File: src/rtl/l2_flush_ctrl.sv
// L2 flush sequencer: merges qualified per-slot flush edges and walks every way/set
// with a one-outstanding handshake. `L2_FLUSH_TIMEOUT_EN enables the per-line stall timeout.
module l2_flush_ctrl #(
    parameter int CPU_MAX        = 4,
    parameter int WAYS_LOG2      = 2,
    parameter int SETS_LOG2      = 9,
    parameter int TIMEOUT_CYCLES = 1024
) (
    input  logic                 i_clk,
    input  logic                 i_rst,
    input  logic [CPU_MAX-1:0]   i_flush_l2,
    input  logic [CPU_MAX-1:0]   i_available,
    output logic                 o_req_valid,
    input  logic                 i_req_ready,
    output logic [WAYS_LOG2-1:0] o_req_way,
    output logic [SETS_LOG2-1:0] o_req_set,
    input  logic                 i_resp_valid,
    output logic                 o_busy,
    output logic                 o_done,
    output logic                 o_error
);

    localparam int IDX_W = WAYS_LOG2 + SETS_LOG2;

    typedef enum logic [1:0] {ST_IDLE, ST_REQ, ST_WAIT, ST_END} state_e;

    state_e             state_q, state_d;
    logic [IDX_W-1:0]   idx_q, idx_d;
    logic               pending_q, pending_d;
    logic [CPU_MAX-1:0] flush_q;
    logic               req_edge;
    logic               last_line;
    logic               timeout;
    logic               abort_end;

    // Unavailable slots are masked so stub CPUs can never start a walk.
    assign req_edge  = |(i_flush_l2 & i_available & ~flush_q);
    assign last_line = &idx_q;

    // NOTE: non-blocking assignments for every register so all state updates see pre-edge values.
    always_ff @(posedge i_clk or posedge i_rst) begin
        if (i_rst) begin
            state_q   <= ST_IDLE;
            idx_q     <= '0;
            pending_q <= 1'b0;
            flush_q   <= '0;
        end else begin
            state_q   <= state_d;
            idx_q     <= idx_d;
            pending_q <= pending_d;
            flush_q   <= i_flush_l2;
        end
    end

    // NOTE: every next-state signal gets a default first so no path infers a latch.
    always_comb begin
        state_d   = state_q;
        idx_d     = idx_q;
        pending_d = pending_q;
        if (state_q != ST_IDLE && req_edge) begin
            pending_d = 1'b1;
        end
        case (state_q)
            ST_IDLE: begin
                if (req_edge) begin
                    idx_d   = '0;
                    state_d = ST_REQ;
                end
            end
            ST_REQ: begin
                if (i_req_ready) begin
                    state_d = ST_WAIT;
                end else if (timeout) begin
                    state_d   = ST_END;
                    pending_d = 1'b0;
                end
            end
            ST_WAIT: begin
                if (i_resp_valid) begin
                    if (last_line) begin
                        state_d = ST_END;
                    end else begin
                        idx_d   = idx_q + 1'b1;
                        state_d = ST_REQ;
                    end
                end else if (timeout) begin
                    state_d   = ST_END;
                    pending_d = 1'b0;
                end
            end
            ST_END: begin
                pending_d = 1'b0;
                // A request arriving in this very cycle restarts too, unless the walk was aborted.
                if ((pending_q || req_edge) && !abort_end) begin
                    idx_d   = '0;
                    state_d = ST_REQ;
                end else begin
                    state_d = ST_IDLE;
                end
            end
        endcase
    end

`ifdef L2_FLUSH_TIMEOUT_EN
    localparam int STALL_W = $clog2(TIMEOUT_CYCLES + 1);

    logic [STALL_W-1:0] stall_q, stall_d;
    logic               error_q;
    logic               abort_q;

    assign timeout   = (state_q == ST_REQ || state_q == ST_WAIT)
                       && (stall_q == STALL_W'(TIMEOUT_CYCLES - 1));
    assign abort_end = abort_q;
    assign o_error   = error_q;

    always_comb begin
        stall_d = stall_q;
        if (state_d != state_q) begin
            stall_d = '0;
        end else if (state_q == ST_REQ || state_q == ST_WAIT) begin
            stall_d = stall_q + 1'b1;
        end
    end

    always_ff @(posedge i_clk or posedge i_rst) begin
        if (i_rst) begin
            stall_q <= '0;
            error_q <= 1'b0;
            abort_q <= 1'b0;
        end else begin
            stall_q <= stall_d;
            error_q <= error_q | timeout;
            abort_q <= timeout;
        end
    end
`else
    assign timeout   = 1'b0;
    assign abort_end = 1'b0;
    assign o_error   = 1'b0;
`endif

    assign o_req_valid = (state_q == ST_REQ);
    assign o_busy      = (state_q != ST_IDLE);
    assign o_done      = (state_q == ST_END);
    assign o_req_set   = idx_q[SETS_LOG2-1:0];
    assign o_req_way   = idx_q[IDX_W-1:SETS_LOG2];

endmodule

File: config.mk
export PLATFORM = sky130hd
export DESIGN_NAME = l2_flush_ctrl
export DESIGN_NICKNAME = d
export VERILOG_FILES = /design/src/rtl/l2_flush_ctrl.sv
export SDC_FILE = /design/constraint.sdc
export NUM_CORES = 1
export LEC_CHECK = 0
export ABC_AREA = 1
export BUFFER_PORTS_ARGS = -buffer_cell sky130_fd_sc_hd__clkbuf_2
export CAP_MARGIN = 40
export CORE_MARGIN = 4
export CORE_UTILIZATION = 52
export DETAILED_ROUTE_END_ITERATION = 8
export GPL_TIMING_DRIVEN = 1
export PLACE_DENSITY = 0.76
export SKIP_LAST_GASP = 1
export SLEW_MARGIN = 20
export SYNTH_ARGS = -nofsm -noshare
export SYNTH_HDL_FRONTEND = slang
export SYNTH_SLANG_ARGS = --single-unit
File: constraint.sdc
create_clock -name i_clk -period 2.2 [get_ports i_clk]
set_input_delay 0 -clock i_clk [delete_from_list [all_inputs] [get_ports i_clk]]
set_output_delay 0 -clock i_clk [all_outputs]
set_load 0.01 [all_outputs]
After elaboration in Yosys (flattened, before gate mapping)
Index checks and enable logic that the tools add are counted.
{"block": "op_classes", "n_addsub": 1, "reduce_logical": 10, "bitwise_logic": 3, "mux": 13, "n_eq_ne": 8}
{"operator": "two-way mux 11 bit", "n": 4}
{"operator": "one-hot mux 11 bit (3 select lines)", "n": 1}
{"operator": "adder 11 x 1 -> 11 bit (second input constant)", "n": 1}
{"operator": "AND reduction 11 bit", "n": 1}
{"operator": "AND 4 bit", "n": 2}
{"operator": "two-way mux 2 bit", "n": 4}
{"operator": "one-hot mux 2 bit (4 select lines)", "n": 1}
{"operator": "inequality test 2 bit (second input constant)", "n": 3}
{"operator": "AND reduction 5 bit", "n": 1}
{"operator": "== test 2 bit (second input constant)", "n": 2}
{"operator": "inequality test 2 x 1 -> 1 bit (second input constant)", "n": 2}
{"operator": "NOT 4 bit", "n": 1}
{"operator": "nonzero test 2 bit", "n": 2}
{"operator": "OR reduction 4 bit", "n": 1}
{"operator": "two-way mux 1 bit", "n": 3}
{"operator": "AND reduction 3 bit", "n": 1}
{"operator": "nonzero test 3 bit", "n": 1}
{"operator": "== test 2 x 1 -> 1 bit (second input constant)", "n": 1}
{"operator": "logical NOT 2 bit", "n": 1}
{"operator": "logical AND 1 bit", "n": 1}
{"operator": "logical OR 1 bit", "n": 1}
{"block": "word_totals", "elab_cells": 39, "in_bits": 12, "reg_bits": 18, "output_inout_bits": 15}

Depth between registers and ports, before layout
Gate-level depths: netlist (run 1).
{"block": "logic_depth", "word_depth": 6, "mapped_depth": 11, "mapped_depth_nobuf": 10}

Least setup slack after synthesis (run 1)
No wires, ideal clock.
{"block": "synth_path", "path_type": "register to register", "start": "register idx_q[0]", "end": "register idx_q[2]", "required_ps": 2083, "arrival_ps": 1519, "path_buffers": 1, "setup_slack_ps": 564, "path_stages_with_launch": 12, "synth_period_minus_slack_ps": 1636, "cell_sequence": "dfrtp_1 -> ha_1 -> nand2_2 -> nor2_4 -> nand2_1 -> inv_1 -> nand2_1 -> nor2_1 -> nand3_1 -> buf_6 -> nand3_1 -> nand2_1"}
{"block": "synth_between", "elab_chain_cells": 4, "word_cells_on_any_way": 7, "classes_between": "add/sub (1); eq/ne (1); mux (3); reduce/logical (2)"}
{"item": "start, declared", "line": "28", "source": "logic [IDX_W-1:0] idx_q, idx_d;"}
{"item": "start signal, assigned", "line": "49", "source": "idx_q <= idx_d;"}
{"item": "adder 11 x 1 -> 11 bit", "line": "83", "source": "idx_d = idx_q + 1'b1;"}
{"item": "two-way mux 11 bit", "line": "80", "source": "if (last_line) begin"}
{"item": "two-way mux 11 bit", "line": "79", "source": "if (i_resp_valid) begin"}
{"item": "one-hot mux 11 bit (3 select lines)", "line": "63", "source": "case (state_q)"}
Several ways; a longest one is shown, not always the timed one. The select of a mux whose other input is x is not followed.
A chain may end at the register's enable or synchronous reset.

Worst setup path in the final report (run 1)
{"block": "layout_path", "start": "register idx_q[0]", "end": "register idx_q[9]"}
The elaborated chain is that of the path after synthesis.

==> impl_results.md, run 1 <==
* RSZ-0062 raised after global routing: false
* Final antenna diode count at 0
* Warnings from Yosys at 0
* Total length of routed wires at 2590 microns
* Proportion of total power due to net switching at 0.418
* Syn Area/Cell at 6.96 sq um
* Synth top area share at 0.407
* Pre-Repair DR Iteration Count at 4
* Startpoint of the most critical hold path: i_resp_valid
* Initial antenna violation count at 0
* Clock tree skew after final layout at 0.00749 ns
* Share of post-route cells with drive strength above 1 at 0.204
* Global Route Usage Sum at 0.217
* Antenna Violating Nets Remaining at 0
* Clock transition at the registers of the reported paths at 0.11 ns
* Number of buffers inserted by port buffering at 25
* Vias post-DR at 1105
* Maximum clock frequency at 514 MHz
* Critical Path Source: idx_q[0]
* Number of instances in the synthesized netlist at 159
* Unique masters post-synth at 23
* DRC at 0
* Post-route core utilization at 0.670
* LEAKAGE at 0.695 nW
* Core footprint at 1980 sq um
* RePlAce Congestion at 0.909
* Number of placement rows at 16
* Type of the most critical hold path: in -> reg
* Count of final setup violators at 0
* Number of global-route vias before repair at 1052
* Worst Path Max Fanout at 11
* Endpoints failing hold at 0
* Vias per cell at 5.07
* Class of the most critical setup path: reg -> reg
* TritonCTS clock tree: yes
* Reg-to-reg critical path startpoint: idx_q[0]
* Most area-hungry cell type in the Yosys netlist: sky130_fd_sc_hd__dfrtp_1
* Growth of design area from synthesis to finish at 20.0%
* Chip Height at 54.1 microns
* Effective utilization at floorplan at 0.558
* CTS HTree Levels at 1
* Half-perimeter wire length after placement at 1910 microns
* Clock latency on the worst-skew pair at 0.30 ns
* Final layout net count at 205
* Clock tree sinks at 18
* Dominant cells by area after synthesis: sky130_fd_sc_hd__dfrtp_1 (41%), sky130_fd_sc_hd__nand2_1 (16%), sky130_fd_sc_hd__nand3_1 (9.5%)
* Register bit total from synthesis at 18
* Sequential area share after synthesis at 0.407
* Number of buffers inserted during clock tree synthesis at 3
* Net count after synthesis at 172
* Sequential group share of total power at 0.394
* Top FF cell, synth: sky130_fd_sc_hd__dfrtp_1
* Status: finished clean
* Wire length of the first global-routing pass at 4570 microns
* Number of flops mapped to enable cells by yosys at 0
* Wire per inst at 11.9 microns
* Critical Path End Type: register
* WP data required at 2.41 ns
* Data arrival time of the worst path at 2.15 ns
* Total congestion overflow after global routing at 0
* Bufs on Longest Clock Path at 2
* Post-route setup slack at 0.256 ns
* Largest net degree at the start of global routing at 19
* Dpl ws at 0.273 ns
* Switching component of the power at 452 uW
* Total Power Consumption at 1.08 mW
* Number of ports placed on the die boundary at 27
* Detailed Route Iter0 Violations at 21
* Area of the mapped netlist at 1110 sq um
* Asr flop ratio synth at 1.00
* Die footprint at 2930 sq um
* Clock root buffer: sky130_fd_sc_hd__clkbuf_4
* Launching element type of the critical path: register
* Min Tclk post-route at 1.94 ns
* Setup_tns at 0 ns
* Post-route fraction of the period consumed by the critical path at 0.884
* Power per unit of standard cell area at 815 nW/um^2
* Cell-internal power at 630 uW
* Highest ir drop seen on vdd at 0.828 mV
* Final-report max-slew violation count at 0
* Die Width at 54.1 microns
* Worst-margin pin slew at 0.691 ns
* Share of total power in combinational logic at 0.412
* # Max-Cap Violations at 0
* Worst max-slew margin expressed relative to the limit at 0.539
* Clock network power share at 0.194
-- repair_timing --
action,in CTS,in global routing
gates resized for setup,0,0
buffers inserted,0,0
endpoints found under the hold margin,23,0
hold buffers,6,0
-- critical path, cell delays in order (launching register included) --
cell,delay (ns)
sky130_fd_sc_hd__dfrtp_1,0.47
sky130_fd_sc_hd__ha_1,0.26
sky130_fd_sc_hd__nand2_2,0.10
sky130_fd_sc_hd__nor2_4,0.13
sky130_fd_sc_hd__nand2_1,0.08
sky130_fd_sc_hd__inv_1,0.07
sky130_fd_sc_hd__nand2_1,0.05
sky130_fd_sc_hd__nor2_1,0.09
sky130_fd_sc_hd__nand3_1,0.32
sky130_fd_sc_hd__nand3_1,0.22
sky130_fd_sc_hd__nand2_1,0.06
-- metal layers --
metal	wire length (microns)	up-vias	global-route usage
li1	-	565	-
met1	1130	503	0.280
met3	119	9	0.0360
met4	63	0	0.108
met2	1290	28	0.349
met5	0	-	0
-- Yosys cell counts (2+ instances only) --
library cell              number
sky130_fd_sc_hd__buf_6         3
sky130_fd_sc_hd__a21oi_1       5
sky130_fd_sc_hd__nand2_1      46
sky130_fd_sc_hd__nand4_1       3
sky130_fd_sc_hd__inv_2         2
sky130_fd_sc_hd__o21ai_0       3
sky130_fd_sc_hd__dfrtp_1      18
sky130_fd_sc_hd__nor3_1        3
sky130_fd_sc_hd__inv_1        17
sky130_fd_sc_hd__nand3_1      21
sky130_fd_sc_hd__nor2_4        2
sky130_fd_sc_hd__nor2_1       25
-- sequential cells by signal, summed over array words and instances (netlist names) --
name / cells
idx_q: 11
flush_q: 4
state_q: 2
pending_q: 1
-- per-stage QoR --
stage	cells	hold WS, ns	cell area (sq um)
CTS	218	0.00538	1330
global placement	208	0.116	1230
finish	218	0.0134	1330
detailed placement	208	0.118	1230
global route	218	0.00923	1330
floorplan	159	-0.0614	1110
-- worst paths after layout --
check,endpoint,slack (ns),depth (start not counted)
setup / recovery,idx_q[9],0.26,10
hold / removal,state_q[1],0.01,3
setup reg to reg,idx_q[9],0.26,10
hold reg to reg,idx_q[9],0.53,2
max in group asynchronous,state_q[1],1.44,3
min in group asynchronous,idx_q[4],0.32,3
-- kinds of logic after synthesis --
logic type,share of synthesized area
and+or+nand+nor,0.419
buffers and inverters,0.102
DFF,0.407
AOI/OAI and AO/OA,0.0577
adders and majority gates,0.0113
other,0.00339
-- power by group through the flow --
stage	Combinational [mW]	Sequential, mW	Clock (mW)
after global placement	0.426	0.428	0
after floorplan	0.349	0.427	0
after global routing	0.508	0.437	0.230
after detailed placement	0.438	0.432	0
after CTS	0.448	0.425	0.215
final	0.446	0.427	0.210
-- layout make-up --
type	count	area [sq um]
multi-input combinational	118	543
sequential	18	450
tap	27	33.8
timing repair buffer	32	193
inverter	19	71.3
fill	163	654
clock buffer	4	36.3
-- placed cells by master (no fill, tap or decap), drive strengths merged --
master | synthesis | layout
nand3 | 22 | 22
o21bai | 1 | 1
a31o | 1 | 1
or2 | 2 | 2
nor2 | 28 | 28
nand2 | 47 | 47
a21oi | 5 | 5
inv | 19 | 19
dfrtp | 18 | 18
buf | 4 | 1
o21ai | 3 | 3
clkbuf | 0 | 29
conb | 1 | 1
dlygate4sd3 | 0 | 6
ha | 1 | 1
nand4 | 3 | 3
o21a | 1 | 1
nor3 | 3 | 3
(Power assumes the default switching activity.)
==> run 2, diff against run 1 <==
--- a/config.mk
+++ b/config.mk
@@ -9,10 +9,10 @@
 export BUFFER_PORTS_ARGS = -buffer_cell sky130_fd_sc_hd__clkbuf_2
 export CAP_MARGIN = 40
 export CORE_MARGIN = 4
-export CORE_UTILIZATION = 52
+export CORE_UTILIZATION = 43
 export DETAILED_ROUTE_END_ITERATION = 8
 export GPL_TIMING_DRIVEN = 1
-export PLACE_DENSITY = 0.76
+export PLACE_DENSITY = 0.64
 export SKIP_LAST_GASP = 1
 export SLEW_MARGIN = 20
 export SYNTH_ARGS = -nofsm -noshare
==> impl_results.md, run 2 (synthesis results as in run 1) <==
* Cell type of the slowest stage on the worst timing path: sky130_fd_sc_hd__dfrtp_1
* Bufs on Longest Clock Path at 2
* Post-route core utilization at 0.537
* TritonCTS clock tree: yes
* Initial antenna violation count at 0
* Highest-count cells in the layout ignoring fill and taps: sky130_fd_sc_hd__nand2_1 (46), sky130_fd_sc_hd__nor2_1 (25), sky130_fd_sc_hd__clkbuf_2 (25)
* Min Tclk post-route at 1.97 ns
* Wire length of the first global-routing pass at 4340 microns
* Growth of design area from synthesis to finish at 19.1%
* RePlAce Congestion at 0.897
* Vias post-DR at 1108
* Clock tree sinks at 18
* Final-report max-slew violation count at 0
* Effective utilization at floorplan at 0.451
* Number of flip-flops in the largest register at 11
* Non-filler cells in the finished layout at 220
* Largest net degree at the start of global routing at 19
* LEAKAGE at 0.688 nW
* Global Route Usage Sum at 0.163
* Placed insts at 211
* Count of final setup violators at 0
* Top register by number of flip-flops: idx_q
* Number of buffers inserted by port buffering at 25
* Cell-internal power at 593 uW
* Crit path buf inv count at 1
* Status: finished clean
* Total length of routed wires at 2590 microns
* WP data required at 2.40 ns
* Total congestion overflow after global routing at 0
* CTS HTree Levels at 1
* Leading cell type in the layout, fill and taps excluded: sky130_fd_sc_hd__nand2_1
* Launching element type of the critical path: register
* Proportion of total power due to net switching at 0.431
* DRC at 0
* Clock root buffer: sky130_fd_sc_hd__clkbuf_4
* Vias per cell at 5.04
* Setup_tns at 0 ns
* Pre-Repair DR Iteration Count at 4
* Maximum clock frequency at 508 MHz
* Switching component of the power at 449 uW
* Chip Height at 58.7 microns
* Data arrival time of the worst path at 2.17 ns
* Die footprint at 3450 sq um
* Worst R2R Setup Slack at 0.23 ns
* Share of post-route cells with drive strength above 1 at 0.200
* Wire per inst at 11.8 microns
* Worst Path Max Fanout at 11
* Die Width at 58.7 microns
* Clock transition at the registers of the reported paths at 0.11 ns
* Critical Path End Type: register
* Critical-path cell list: ha_1 > nand2_2 > nor2_4 > nand2_1 > inv_1 > nand2_1 > nor2_1 > nand3_1 > nand3_1 > nand2_1
* Half-perimeter wire length after placement at 1890 microns
* Clock latency on the worst-skew pair at 0.29 ns
* Sequential group share of total power at 0.411
* Endpoints failing hold at 0
* Worst-margin pin slew at 0.708 ns
* Number of placement rows at 18
* Clock tree skew after final layout at 0.00746 ns
* Worst stage delay on the critical path at 0.47 ns
* Worst path most repeated cell: sky130_fd_sc_hd__nand2_1
* Type of the most critical hold path: in -> reg
* Detailed Route Iter0 Violations at 32
* Worst max-slew margin expressed relative to the limit at 0.527
* # Max-Cap Violations at 0
* Number of global-route vias before repair at 1031
* Number of buffers inserted during clock tree synthesis at 3
* Core footprint at 2450 sq um
* Power per unit of standard cell area at 791 nW/um^2
* Highest ir drop seen on vdd at 0.629 mV
* Final layout net count at 205
* Number of ports placed on the die boundary at 27
* Worst path top cell family by delay: simple AND/OR/NAND/NOR gates
* Biggest registers after layout: idx_q: 11 flops, flush_q: 4 flops, state_q: 2 flops
* Class of the most critical setup path: reg -> reg
* Post-route fraction of the period consumed by the critical path at 0.895
* Share of total power in combinational logic at 0.427
* Final antenna diode count at 0
* Antenna Violating Nets Remaining at 0
* Post-CTS Setup Repair Bufs at 0
* RSZ-0062 raised after global routing: false
* Clock network power share at 0.162
-- run 2: worst paths after layout --
| kind | from | endpoint | cells after the start |
|---|---|---|---|
| setup / recovery | idx_q[0] | idx_q[6] | 10 |
| hold / removal | i_resp_valid | state_q[1] | 3 |
| setup reg to reg | idx_q[0] | idx_q[6] | 10 |
| hold reg to reg | idx_q[9] | idx_q[9] | 2 |
| max in group asynchronous | i_rst | idx_q[7] | 3 |
| min in group asynchronous | i_rst | flush_q[0] | 3 |
-- run 2: worst min-delay path: stages --
cell and delay, ns:
sky130_fd_sc_hd__clkbuf_2 0.09, sky130_fd_sc_hd__nor2_1 0.11, sky130_fd_sc_hd__a31o_2 0.12
-- run 2: through the flow --
stage          hold slack (ns)  cell area (sq um)  worst slack, ns  power [mW]
2_1_floorplan          -0.0614               1110            0.564       0.776
3_3_place_gp             0.123               1230            0.324       0.860
3_5_place_dp             0.124               1230            0.272       0.874
4_1_cts                 0.0372               1320            0.260        1.06
5_1_grt                 0.0543               1320           0.0362        1.13
6_report                0.0476               1320            0.230        1.04
-- run 2: power groups by stage --
stage / registers [mW] / clock network (mW) / logic, mW
after CTS: 0.428 / 0.178 / 0.449
after detailed placement: 0.435 / 0 / 0.439
final: 0.429 / 0.169 / 0.445
after floorplan: 0.427 / 0 / 0.349
after global routing: 0.436 / 0.188 / 0.502
after global placement: 0.430 / 0 / 0.430
-- run 2: area by class of cell --
type,instances,area [sq um]
Sequential cell,18,450
Tap cell,30,37.5
Timing Repair Buffer,32,193
Multi-Input combinational cell,118,543
Fill cell,244,1140
Clock buffer,3,22.5
Inverter,19,71.3
-- run 2: timing repair --
item	CTS	global route
hold buffers	6	0
gates resized for setup	0	0
hold endpoints to repair	23	0
-- run 2: per-layer routing --
layer  wire length (microns)  GRT usage  vias to the layer above
met2                    1340      0.276                       30
met4                      18     0.0647                        0
li1                        -          -                      566
met1                    1100      0.210                      510
met3                     137     0.0197                        2
met5                       0          0                        -
==> run 3, diff against run 2 <==
--- a/config.mk
+++ b/config.mk
@@ -10,10 +10,10 @@
 export CAP_MARGIN = 40
 export CORE_MARGIN = 4
 export CORE_UTILIZATION = 43
+export CTS_BUF_LIST = sky130_fd_sc_hd__clkbuf_16
 export DETAILED_ROUTE_END_ITERATION = 8
 export GPL_TIMING_DRIVEN = 1
 export PLACE_DENSITY = 0.64
-export SKIP_LAST_GASP = 1
 export SLEW_MARGIN = 20
 export SYNTH_ARGS = -nofsm -noshare
 export SYNTH_HDL_FRONTEND = slang
==> constraint.sdc (replaced) <==
create_clock -name i_clk -period 1.85 [get_ports i_clk]
set_input_delay 0 -clock i_clk [delete_from_list [all_inputs] [get_ports i_clk]]
set_output_delay 0 -clock i_clk [all_outputs]
set_load 0.01 [all_outputs]
==> impl_results.md, run 3 (synthesis results as in run 1) <==
* Status: finished clean
* Vias per cell at 4.87
* Clock tree sinks at 18
* TritonCTS clock tree: yes
* LEAKAGE at 0.744 nW
* Launching element type of the critical path: register
* Count of final setup violators at 0
* DRC at 0
* Half-perimeter wire length after placement at 1930 microns
* Vias post-DR at 1106
* Wire length of the first global-routing pass at 4640 microns
* Switching component of the power at 556 uW
* Clock latency on the worst-skew pair at 0.25 ns
* Placed insts at 218
* Min Tclk post-route at 1.64 ns
* Die Width at 58.7 microns
* CTS HTree Levels at 1
* Sequential group share of total power at 0.333
* RSZ-0062 raised after global routing: false
* Setup_tns at 0 ns
* Top register by number of flip-flops: idx_q
* Clock transition at the registers of the reported paths at 0.05 ns
* Worst max-slew margin expressed relative to the limit at 0.546
* Global Route Usage Sum at 0.180
* Post-route setup slack at 0.211 ns
* Highest ir drop seen on vdd at 1.02 mV
* Number of buffers inserted during clock tree synthesis at 3
* Pre-Repair DR Iteration Count at 4
* Number of flip-flops in the largest register at 11
* Highest-count cells in the layout ignoring fill and taps: sky130_fd_sc_hd__nand2_1 (46), sky130_fd_sc_hd__nor2_1 (25), sky130_fd_sc_hd__clkbuf_2 (25)
* Clock network power share at 0.292
* Share of post-route cells with drive strength above 1 at 0.228
* Effective utilization at floorplan at 0.451
* RePlAce Congestion at 0.828
* Clock root buffer: sky130_fd_sc_hd__clkbuf_16
* Initial antenna violation count at 0
* Clock tree skew after final layout at 0.00187 ns
* Total congestion overflow after global routing at 0
* Data arrival time of the worst path at 1.78 ns
* WP data required at 1.99 ns
* Non-filler cells in the finished layout at 227
* Detailed Route Iter0 Violations at 36
* Number of global-route vias before repair at 1062
* Total length of routed wires at 2570 microns
* Class of the most critical setup path: reg -> reg
* Final antenna diode count at 0
* Worst Path Max Fanout at 8
* Cell-internal power at 934 uW
* Biggest registers after layout: idx_q: 11 flops, flush_q: 4 flops, state_q: 2 flops
* Type of the most critical hold path: in -> reg
* Critical Path End Type: register
* Share of total power in combinational logic at 0.376
* Number of placement rows at 18
* Antenna Violating Nets Remaining at 0
* Dpl ws at 0.208 ns
* Number of buffers inserted by port buffering at 25
* Startpoint of the most critical hold path: i_req_ready
* Core footprint at 2450 sq um
* Critical Path Source: idx_q[0]
* Worst-margin pin slew at 0.680 ns
* Power per unit of standard cell area at 1050 nW/um^2
* Post-route fraction of the period consumed by the critical path at 0.886
* Largest net degree at the start of global routing at 19
* Proportion of total power due to net switching at 0.373
* Number of ports placed on the die boundary at 27
* Die footprint at 3450 sq um
* Wire per inst at 11.3 microns
* Endpoints failing hold at 0
* Growth of design area from synthesis to finish at 28.1%
* Final-report max-slew violation count at 0
* # Max-Cap Violations at 0
* Final layout net count at 211
* Leading cell type in the layout, fill and taps excluded: sky130_fd_sc_hd__nand2_1
* Maximum clock frequency at 610 MHz
* Bufs on Longest Clock Path at 2
* Chip Height at 58.7 microns
* Reg-to-reg critical path startpoint: idx_q[0]
## run 3: path summary, 6_finish.rpt
kind | to | slack (ns) | cells after the start
setup / recovery | idx_q[1] | 0.21 | 11
hold / removal | state_q[0] | 0.07 | 3
setup reg to reg | idx_q[1] | 0.21 | 11
hold reg to reg | idx_q[9] | 0.52 | 2
max in group asynchronous | idx_q[9] | 1.04 | 3
min in group asynchronous | idx_q[1] | 0.38 | 3
## run 3: through the flow
step           area [sq um]   util  total power, mW  hold slack [ns]
2_1_floorplan          1110      -            0.923          -0.0614
5_1_grt                1420  0.577             1.61            0.119
3_3_place_gp           1290  0.524             1.04            0.124
4_1_cts                1420  0.577             1.50           0.0769
6_report               1420  0.577             1.49           0.0729
3_5_place_dp           1290  0.524             1.06            0.125
## run 3: critical path, cell delays in order, from the launching register on
cell and delay, ns:
sky130_fd_sc_hd__dfrtp_1 0.35, sky130_fd_sc_hd__ha_1 0.23, sky130_fd_sc_hd__nand2_2 0.11, sky130_fd_sc_hd__nor2_4 0.13
sky130_fd_sc_hd__nand2_1 0.07, sky130_fd_sc_hd__inv_1 0.07, sky130_fd_sc_hd__nand2_1 0.05, sky130_fd_sc_hd__nor2_1 0.09
sky130_fd_sc_hd__nand3_1 0.09, sky130_fd_sc_hd__buf_4 0.18, sky130_fd_sc_hd__nand3_1 0.09, sky130_fd_sc_hd__nand2_1 0.06
## run 3: layout make-up
type | instances | area, sq um
fillers | 226 | 1040
flip-flops and latches | 18 | 450
repair buffers | 38 | 235
clock inverters | 1 | 3.75
inverters | 19 | 71.3
multi-input cells | 118 | 543
well taps | 30 | 37.5
clock buffers | 3 | 75.1
## run 3: what timing repair did
item	4_1_cts	5_1_grt
gates resized for setup	0	0
endpoints found under the hold margin	22	0
setup buffers	0	0
hold buffers	5	0
## run 3: routing by layer
metal / track usage / vias up / wire length, microns
met3: 0.0263 / 5 / 98
met2: 0.295 / 27 / 1280
li1: - / 575 / -
met1: 0.226 / 499 / 1120
met4: 0.100 / 0 / 63
met5: 0 / - / 0
## run 3: power by group through the flow
stage | Clock [mW] | Combinational [mW] | Sequential, mW
CTS | 0.445 | 0.565 | 0.494
floorplan | 0 | 0.415 | 0.508
global placement | 0 | 0.544 | 0.499
detailed placement | 0 | 0.555 | 0.501
global route | 0.461 | 0.644 | 0.502
finish | 0.435 | 0.560 | 0.495
